**config.mk**
```make
export PLATFORM = sky130hd
export DESIGN_NAME = l2_prefetch_late_rolling_sampler
export DESIGN_NICKNAME = d
export VERILOG_FILES = /design/src/rtl/l2_prefetch_late_rolling_sampler.sv
export SDC_FILE = /design/constraint.sdc
export NUM_CORES = 2
export LEC_CHECK = 0
export CORE_MARGIN = 2
export CORE_UTILIZATION = 30
export DETAILED_ROUTE_END_ITERATION = 8
export PLACE_DENSITY = 0.41
export SLEW_MARGIN = 20
export SYNTH_ARGS = -nofsm -noshare
export SYNTH_HDL_FRONTEND = slang
export SYNTH_SLANG_ARGS = --single-unit
```
**constraint.sdc**
```tcl
create_clock -name clock -period 7 [get_ports clock]
set_clock_uncertainty 0.1 [all_clocks]
set_input_delay 1.4 -clock clock [delete_from_list [all_inputs] [get_ports clock]]
set_output_delay 1.4 -clock clock [all_outputs]
set_load 0.1 [all_outputs]
```
**src/rtl/l2_prefetch_late_rolling_sampler.sv**
```systemverilog
// Rolling prefetch-late sampler: accumulates late/total prefetch counts over windows
// of WINDOW enabled cycles and queues one {y, x, stamp} record per window close.
`timescale 1ns/1ps
module l2_prefetch_late_rolling_sampler #(
    parameter int unsigned WINDOW = 1000,
    parameter int unsigned INC_W  = 4,
    parameter int unsigned DEPTH  = 4
) (
    input  logic             clock,
    input  logic             reset,
    input  logic             en,
    input  logic [INC_W-1:0] y_inc,
    input  logic [INC_W-1:0] x_inc,
    input  logic             flush,
    output logic             out_valid,
    input  logic             out_ready,
    output logic [63:0]      out_yAxisPt,
    output logic [63:0]      out_xAxisPt,
    output logic [63:0]      out_stamp,
    output logic [15:0]      drop_cnt
);

    localparam int unsigned PTR_W    = (DEPTH > 1) ? $clog2(DEPTH) : 1;
    localparam logic [31:0] WIN_LAST = 32'(WINDOW - 1);
    localparam logic [PTR_W:0] CNT_FULL = (PTR_W + 1)'(DEPTH);
    localparam logic [PTR_W:0] CNT_ONE  = (PTR_W + 1)'(1);
    localparam logic [PTR_W-1:0] PTR_ONE = PTR_W'(1);

    function automatic logic [63:0] sat_add(input logic [63:0] a, input logic [INC_W-1:0] b);
        logic [64:0] s;
        s = {1'b0, a} + 65'(b);
        return s[64] ? 64'hFFFF_FFFF_FFFF_FFFF : s[63:0];
    endfunction

    logic [63:0]      r_cyc;
    logic [31:0]      r_win_cnt;
    logic [63:0]      r_acc_y;
    logic [63:0]      r_acc_x;
    logic [15:0]      r_drop_cnt;

    logic [63:0]      r_mem_y [DEPTH];
    logic [63:0]      r_mem_x [DEPTH];
    logic [63:0]      r_mem_s [DEPTH];
    logic [PTR_W-1:0] r_wr_ptr;
    logic [PTR_W-1:0] r_rd_ptr;
    logic [PTR_W:0]   r_count;

    logic [INC_W-1:0] w_y_inc;
    logic [INC_W-1:0] w_x_inc;
    logic [63:0]      w_y_sum;
    logic [63:0]      w_x_sum;
    logic             w_nonempty;
    logic             w_nat_close;
    logic             w_close;
    logic             w_full;
    logic             w_pop;
    logic             w_push;
    logic             w_drop;

    // Window accounting. Increments only count on enabled cycles; the closing
    // cycle's own increments are folded into the emitted record.
    always_comb begin
        w_y_inc     = en ? y_inc : '0;
        w_x_inc     = en ? x_inc : '0;
        w_y_sum     = sat_add(r_acc_y, w_y_inc);
        w_x_sum     = sat_add(r_acc_x, w_x_inc);
        w_nonempty  = (r_win_cnt != 32'd0) || (r_acc_y != 64'd0) || (r_acc_x != 64'd0);
        w_nat_close = en && (r_win_cnt == WIN_LAST);
        w_close     = w_nat_close || (flush && w_nonempty);
    end

    always_ff @(posedge clock or negedge reset) begin
        if (!reset) begin
            r_cyc     <= 64'd0;
            r_win_cnt <= 32'd0;
            r_acc_y   <= 64'd0;
            r_acc_x   <= 64'd0;
        end else begin
            r_cyc <= r_cyc + 64'd1;
            if (w_close) begin
                r_win_cnt <= 32'd0;
                r_acc_y   <= 64'd0;
                r_acc_x   <= 64'd0;
            end else if (en) begin
                r_win_cnt <= r_win_cnt + 32'd1;
                r_acc_y   <= w_y_sum;
                r_acc_x   <= w_x_sum;
            end
        end
    end

    // Record handshake: a record transfers on any edge where out_valid && out_ready.
    // out_valid and the head data come straight from registers, so out_ready never
    // reaches out_valid combinationally, and the head holds while stalled.
    always_comb begin
        w_full = (r_count == CNT_FULL);
        w_pop  = (r_count != '0) && out_ready;
        // A pop frees the slot the full FIFO would otherwise refuse.
        w_push = w_close && (!w_full || w_pop);
        w_drop = w_close && w_full && !w_pop;
    end

    always_ff @(posedge clock or negedge reset) begin
        if (!reset) begin
            r_mem_y <= '{default: '0};
            r_mem_x <= '{default: '0};
            r_mem_s <= '{default: '0};
        end else if (w_push) begin
            r_mem_y[r_wr_ptr] <= w_y_sum;
            r_mem_x[r_wr_ptr] <= w_x_sum;
            r_mem_s[r_wr_ptr] <= r_cyc;
        end
    end

    always_ff @(posedge clock or negedge reset) begin
        if (!reset) begin
            r_wr_ptr   <= '0;
            r_rd_ptr   <= '0;
            r_count    <= '0;
            r_drop_cnt <= 16'd0;
        end else begin
            if (w_push) begin
                r_wr_ptr <= r_wr_ptr + PTR_ONE;
            end
            if (w_pop) begin
                r_rd_ptr <= r_rd_ptr + PTR_ONE;
            end
            if (w_push && !w_pop) begin
                r_count <= r_count + CNT_ONE;
            end else if (w_pop && !w_push) begin
                r_count <= r_count - CNT_ONE;
            end
            if (w_drop && (r_drop_cnt != 16'hFFFF)) begin
                r_drop_cnt <= r_drop_cnt + 16'd1;
            end
        end
    end

    always_comb begin
        out_valid   = (r_count != '0);
        out_yAxisPt = r_mem_y[r_rd_ptr];
        out_xAxisPt = r_mem_x[r_rd_ptr];
        out_stamp   = r_mem_s[r_rd_ptr];
        drop_cnt    = r_drop_cnt;
    end

endmodule
```
==> load_flow_metrics.sql <==
INSERT INTO impl_metrics (metric_group, metric, value, unit) VALUES
('logic_synthesis', 'yosys_most_used_dff', 'sky130_fd_sc_hd__dfrtp_1', ''),
('drt', 'routed-via-count', '31800', ''),
('setup_path', 'critical_path_buffers_and_inverters', '2', ''),
('clocking', 'tritoncts', 'yes', ''),
('clocking', 'cts-root-to-sink-buffers', '3', ''),
('setup_path', 'cpMaxStageDelayCell', 'sky130_fd_sc_hd__clkdlybuf4s50_1', ''),
('drt', 'drtAntennaViolNets', '0', ''),
('finish', 'design.final.nets', '3951', ''),
('drt', 'route.detailed.drc', '0', ''),
('run_status', 'outcome', 'finished, final reports clean', ''),
('floorplanning', 'die_width', '408', 'um'),
('clocking', 'hold_buffers', '0', ''),
('sta', 'slew_headroom', '17.4', '%'),
('setup_path', 'critical_path_peak_fanout', '41', ''),
('placed_design', 'hpwl', '93600', 'um'),
('floorplanning', 'boundaryPins', '222', ''),
('clocking', 'cts_setup_buffers', '0', ''),
('floorplanning', 'fp-row-count', '148', ''),
('sta', 'layout_setup_ws', '1.64', 'ns'),
('logic_synthesis', 'ys.warnings.count', '0', ''),
('clocking', 'postCtsResizedCells', '0', ''),
('clocking', 'tritoncts.num_buffers', '120', ''),
('setup_path', 'crit-reg2reg-launch', 'r_acc_y[37]$_DFFE_PN0P_', ''),
('drt', 'drt_pre_antenna_iters', '8', ''),
('drt', 'post_drt_via_cell_ratio', '5.14', ''),
('global_route', 'maximum_number_of_pins_on_one_net_before_global_route_repair', '148', ''),
('finish', 'area_delta_synth_final', '17.5', '%'),
('floorplanning', 'fp.dieArea', '0.167', 'mm2'),
('sta', 'min_period', '5.36', 'ns'),
('sta', 'max_freq', '0.187', 'GHz'),
('power', 'worst_ir_drop_on_vdd', '460', 'uV'),
('flow_run', 'max-cap-violations', '0', ''),
('setup_path', 'r2r_setup_slack', '2.21', 'ns'),
('drt', 'route.detailed.wl_per_inst', '23.3', 'um'),
('global_route', 'first_pass_grt_wire_length', '221000', 'um'),
('setup_path', 'end_kind', 'output port', ''),
('clocking', 'worstSkewPairLatency', '0.76', 'ns'),
('setup_path', 'critical_path_cell_count', '3', ''),
('logic_synthesis', 'synth.ff_latch_count', '1015', ''),
('sta', 'final-setup-viol-count', '0', ''),
('setup_path', 'endpoint', 'out_xAxisPt[63]', ''),
('finish', 'highest_count_cells_in_the_layout_ignoring_fill_and_taps', '1013 x sky130_fd_sc_hd__dfrtp_1, 720 x sky130_fd_sc_hd__mux2_2, 202 x sky130_fd_sc_hd__clkdlybuf4s50_1', ''),
('logic_synthesis', 'share_of_synthesized_flip_flops_with_an_asynchronous_set_or_reset', '100', '%'),
('clocking', 'path_clk_slew', '0.06', 'ns'),
('logic_synthesis', 'post_synth_inst_count', '3800', ''),
('global_route', 'grt_overflow_total', '0', ''),
('global_route', 'global_route.usage.total', '17.2', '%'),
('drt', 'drt_iter0_markers', '2038', ''),
('finish', 'final_cell_count_no_fill', '6192', ''),
('sta', 'worst-slew-pin-transition', '1.23', 'ns'),
('floorplanning', 'die_h', '408', 'um'),
('finish', 'post_route_cells_drive_above_1_share', '30.6', '%'),
('sta', 'fin_hold_ws', '0.396', 'ns'),
('setup_path', 'crit_start', 'r_rd_ptr[0]$_DFFE_PN0P_', ''),
('logic_synthesis', 'synth-edff-count', '0', ''),
('clocking', 'clk_root_buffer_cell', 'sky130_fd_sc_hd__clkbuf_16', ''),
('setup_path', 'critical_path.top_delay_family', 'buffers and inverters', ''),
('logic_synthesis', 'syn-cell-area', '0.0490', 'mm2'),
('sta', 'final.setup.tns', '0', 'ns'),
('power', 'total_power_divided_by_cell_area', '376', 'mW/mm2'),
('min_path', 'timing.hold.worst.class', 'reg -> reg', ''),
('drt', 'drt_wl_total', '144000', 'um'),
('clocking', 'cts_num_sinks', '1015', ''),
('global_route', 'antenna_found_initial', '1', ''),
('setup_path', 'reg2reg_to', 'r_mem_s[198]$_DFFE_PN0P_', ''),
('sta', 'timing_hold_violations_final', '0', ''),
('placed_design', 'place.detailed.instances', '5970', ''),
('setup_path', 'worst_setup_path_start_kind', 'flip-flop', ''),
('setup_path', 'worst_path_largest_cell_delay', '1.07', 'ns'),
('global_route', 'first_global_vias', '33100', ''),
('logic_synthesis', 'syn-num-nets', '3833', '');
power breakdown:
group	internal (mW)	switching [mW]
Clock	3.67	2.64
Sequential	6.75	0.596
Combinational	2.74	5.26
Total	13.2	8.51
logic make-up after synthesis:
| kind of cell | after synthesis | share of synthesized area (%) |
|---|---|---|
| DFF | 1015 | 51.8 |
| muxes | 974 | 26.6 |
| and+or+nand+nor | 958 | 10.5 |
| buffers and inverters | 377 | 3.24 |
| AOI/OAI and AO/OA | 275 | 4.04 |
| xor gates and xnor gates | 181 | 3.23 |
| adders and majority gates | 20 | 0.556 |
final cells by class:
cell class	count	area, um2
Clock buffer	190	3560
Fill cell	16200	105000
Multi-Input combinational cell	2408	22100
Sequential cell	1015	25400
Antenna cell	1	2.50
Clock inverter	30	437
Timing Repair Buffer	291	3030
Inverter	82	308
Tap cell	2175	2720
how the worst min path moves through the flow:
| stage | startpoint | endpoint | slack (ns) |
|---|---|---|---|
| 6_report | r_mem_x[87]$_DFFE_PN0P_ | r_mem_x[87]$_DFFE_PN0P_ | 0.40 |
| 3_5_place_dp | drop_cnt[10]$_DFFE_PN0P_ | drop_cnt[10]$_DFFE_PN0P_ | 0.39 |
| 3_3_place_gp | r_count[2]$_DFFE_PN0P_ | r_count[2]$_DFFE_PN0P_ | 0.38 |
| 2_1_floorplan | r_count[2]$_DFFE_PN0P_ | r_count[2]$_DFFE_PN0P_ | 0.36 |
| 4_1_cts | r_count[2]$_DFFE_PN0P_ | r_count[2]$_DFFE_PN0P_ | 0.39 |
| 5_1_grt | r_mem_x[84]$_DFFE_PN0P_ | r_mem_x[84]$_DFFE_PN0P_ | 0.41 |
registers in the layout, indices dropped and copies added (netlist names), 3 cells and up:
| register | count |
|---|---|
| r_mem_x | 256 |
| r_acc_x | 64 |
| r_cyc | 64 |
| r_mem_y | 256 |
| r_acc_y | 64 |
| r_mem_s | 256 |
| r_count | 3 |
| r_win_cnt | 32 |
| drop_cnt | 16 |
metal layers:
metal | routed length (um) | global-route usage, % | vias to the layer above
li1 | - | - | 14300
met1 | 67700 | 24.0 | 16800
met2 | 67900 | 27.9 | 559
met3 | 5810 | 2.97 | 183
met4 | 2910 | 3.91 | 0
met5 | 0 | 0 | -
synth_stat cells, types with 4 or more instances:
cell type	n	area [um2]
sky130_fd_sc_hd__a211oi_1	20	150
sky130_fd_sc_hd__a21o_1	5	37.5
sky130_fd_sc_hd__a21oi_1	52	260
sky130_fd_sc_hd__a311oi_1	42	368
sky130_fd_sc_hd__a31oi_1	16	100
sky130_fd_sc_hd__and2_1	22	138
sky130_fd_sc_hd__and3_1	46	288
sky130_fd_sc_hd__and4_1	40	350
sky130_fd_sc_hd__buf_1	44	165
sky130_fd_sc_hd__buf_2	103	515
sky130_fd_sc_hd__buf_6	4	45.0
sky130_fd_sc_hd__clkbuf_1	139	522
sky130_fd_sc_hd__dfrtp_1	1015	25400
sky130_fd_sc_hd__ha_1	17	213
sky130_fd_sc_hd__inv_1	82	308
sky130_fd_sc_hd__mux2_2	720	8110
sky130_fd_sc_hd__mux2i_1	62	621
sky130_fd_sc_hd__mux4_2	192	4320
sky130_fd_sc_hd__nand2_1	173	649
sky130_fd_sc_hd__nand2b_1	5	31.3
sky130_fd_sc_hd__nand3_1	156	781
sky130_fd_sc_hd__nand4_1	92	576
sky130_fd_sc_hd__nand4b_1	5	43.8
sky130_fd_sc_hd__nor2_1	178	668
sky130_fd_sc_hd__nor3_1	75	375
sky130_fd_sc_hd__nor4_1	88	551
sky130_fd_sc_hd__nor4b_1	5	43.8
sky130_fd_sc_hd__o211a_1	35	350
sky130_fd_sc_hd__o211ai_1	5	37.5
sky130_fd_sc_hd__o21a_1	19	143
sky130_fd_sc_hd__o21ai_0	32	160
sky130_fd_sc_hd__o21ai_1	11	55.1
sky130_fd_sc_hd__o22ai_1	6	37.5
sky130_fd_sc_hd__o31ai_1	6	45.0
sky130_fd_sc_hd__or2_2	4	25.0
sky130_fd_sc_hd__or3_1	16	100
sky130_fd_sc_hd__or4_1	14	105
sky130_fd_sc_hd__xnor2_1	131	1150
sky130_fd_sc_hd__xor2_1	50	438
metrics by stage:
stage          cell area (um2)  power, mW
2_1_floorplan            49000       13.3
3_3_place_gp             53600       15.6
3_5_place_dp             53600       15.7
4_1_cts                  57600       22.1
5_1_grt                  57600       22.7
6_report                 57600       21.7
Note: power is estimated with default switching activity, not from simulation.
==> RTL change, RTL diff (config.mk and constraints unchanged) <==
Reset style: synchronous (`reset`), changed in 3 clocked blocks.
--- a/src/rtl/l2_prefetch_late_rolling_sampler.sv
+++ b/src/rtl/l2_prefetch_late_rolling_sampler.sv
@@ -69,7 +69,7 @@
         w_close     = w_nat_close || (flush && w_nonempty);
     end
 
-    always_ff @(posedge clock or negedge reset) begin
+    always_ff @(posedge clock) begin
         if (!reset) begin
             r_cyc     <= 64'd0;
             r_win_cnt <= 32'd0;
@@ -100,7 +100,7 @@
         w_drop = w_close && w_full && !w_pop;
     end
 
-    always_ff @(posedge clock or negedge reset) begin
+    always_ff @(posedge clock) begin
         if (!reset) begin
             r_mem_y <= '{default: '0};
             r_mem_x <= '{default: '0};
@@ -112,7 +112,7 @@
         end
     end
 
-    always_ff @(posedge clock or negedge reset) begin
+    always_ff @(posedge clock) begin
         if (!reset) begin
             r_wr_ptr   <= '0;
             r_rd_ptr   <= '0;
Check against the original RTL: differs if reset is asserted again (counterexample within 4 cycles, from zero or initial values and one cycle with reset low); with reset held inactive, the same outputs for 4 cycles.
==> RTL change against the unedited design <==
  * Setup slack improved by 0.052 ns
  * Sequential power decreased by 13%
  * Area after synthesis decreased by 9.7%
  * Routed wire length decreased by 2.3%
  * Utilization increased by 0.12 points
  * Total power decreased by 20%
  * Final area decreased by 9.8%
  * Register-to-register slack improved by 0.54 ns
  * Worst hold slack got worse by 0.046 ns
  * Fmax increased by 0.98%
  * Sequential cell count unchanged
  * Count of clock-buffer cells in the layout decreased by 6
  * Critical endpoint is now out_xAxisPt[4]
==> RTL change: results (changes against the unedited design) <==
<table>
<tr><th>Metric</th><th>Value</th></tr>
<tr><th colspan="2">Yosys</th></tr>
<tr><td>Fraction of registers with async set/reset</td><td>0% (-100 points)</td></tr>
<tr><td>Combinational family with the most area after synthesis</td><td>simple AND/OR/NAND/NOR gates</td></tr>
<tr><td>Synthesized-area fraction occupied by ao, oa, aoi and oai cells</td><td>15.45% (+11 points)</td></tr>
<tr><td>Mux share of post-synthesis cell area</td><td>10.18% (-16 points)</td></tr>
<tr><td>Post-synth net total</td><td>4976 (+30%)</td></tr>
<tr><td>Number of distinct library cells after synthesis</td><td>68 (-18%)</td></tr>
<tr><th colspan="2">Place</th></tr>
<tr><td>HPWL after DPL</td><td>85760 µm (-8.4%)</td></tr>
<tr><td>Cell Area, Placed</td><td>47740 µm² (-11%)</td></tr>
<tr><td>Placed Instances</td><td>6674 (+12%)</td></tr>
<tr><th colspan="2">Detailed routing</th></tr>
<tr><td>Detailed Routing Iterations Pass 1</td><td>5 (-3)</td></tr>
<tr><td>Routed Wire Length</td><td>140900 µm (-2.3%)</td></tr>
<tr><td>Wire length per cell</td><td>20.43 µm (-12%)</td></tr>
<tr><th colspan="2">Timing</th></tr>
<tr><td>Hold WS</td><td>0.3504 ns (-0.04556 ns)</td></tr>
<tr><td>Normalized max-slew margin</td><td>22.38% (+5.0 points)</td></tr>
<tr><th colspan="2">Setup path</th></tr>
<tr><td>Cell depth of the worst flop-to-flop path</td><td>10 (+2)</td></tr>
<tr><td>Crit. Startpoint</td><td>r_rd_ptr[0]$_SDFFE_PN0P_</td></tr>
<tr><th colspan="2">Global routing</th></tr>
<tr><td>Gr usage total</td><td>18.37% (+1.1 points)</td></tr>
<tr><td>Vias in the first global route</td><td>34210 (+3.4%)</td></tr>
<tr><td>Global-route wire length before repair</td><td>217600 µm (-1.6%)</td></tr>
<tr><td>Pin count of the biggest net entering global routing</td><td>202 (+36%)</td></tr>
<tr><th colspan="2">Cells and area</th></tr>
<tr><td>Layout cells sized above 1</td><td>10.26% (-20 points)</td></tr>
<tr><td>Number of fill cells</td><td>15080 (-7.0%)</td></tr>
<tr><th colspan="2">Power</th></tr>
<tr><td>Clock net power</td><td>6.64 mW (+5.2%)</td></tr>
<tr><td>Pwr per Cell Area</td><td>331.8 nW/µm² (-12%)</td></tr>
<tr><td>Static leakage</td><td>16.40 nW (-37%)</td></tr>
<tr><td>Design internal power</td><td>11.41 mW (-13%)</td></tr>
<tr><th colspan="2">Outcome</th></tr>
<tr><td>Status</td><td>finished clean</td></tr>
</table>
## RTL change: worst paths after layout
path	to
setup / recovery	out_xAxisPt[4]
setup reg to reg	r_mem_y[110]$_SDFFE_PN0P_
hold / removal	r_mem_s[44]$_SDFFE_PN0P_
hold reg to reg	r_mem_s[44]$_SDFFE_PN0P_
## RTL change: worst max-delay path: cells and delay by family (launching register included)
| kind | cells | cell delay (ns) |
|---|---|---|
| flip-flops | 1 | 0.90 |
| buffers and inverters | 2 | 1.43 |
| multiplexers | 1 | 0.64 |
## RTL change: final cells by class
class                      instances  share of cell area, %
timing repair buffer             281                  5.505
tap                             1917                  4.618
inverter                          42                 0.3180
clock buffer                     184                  6.965
clock inverter                    39                  1.140
sequential                      1015                  39.14
multi-input combinational       3419                  42.31
## RTL change: metal layers
layer,track usage (%),vias up,share of wire [%]
li1,-,17470,-
met1,25.75,16930,48
met2,29.25,595,46
met3,3.009,180,3.9
met4,4.782,0,2.3
met5,0,-,0
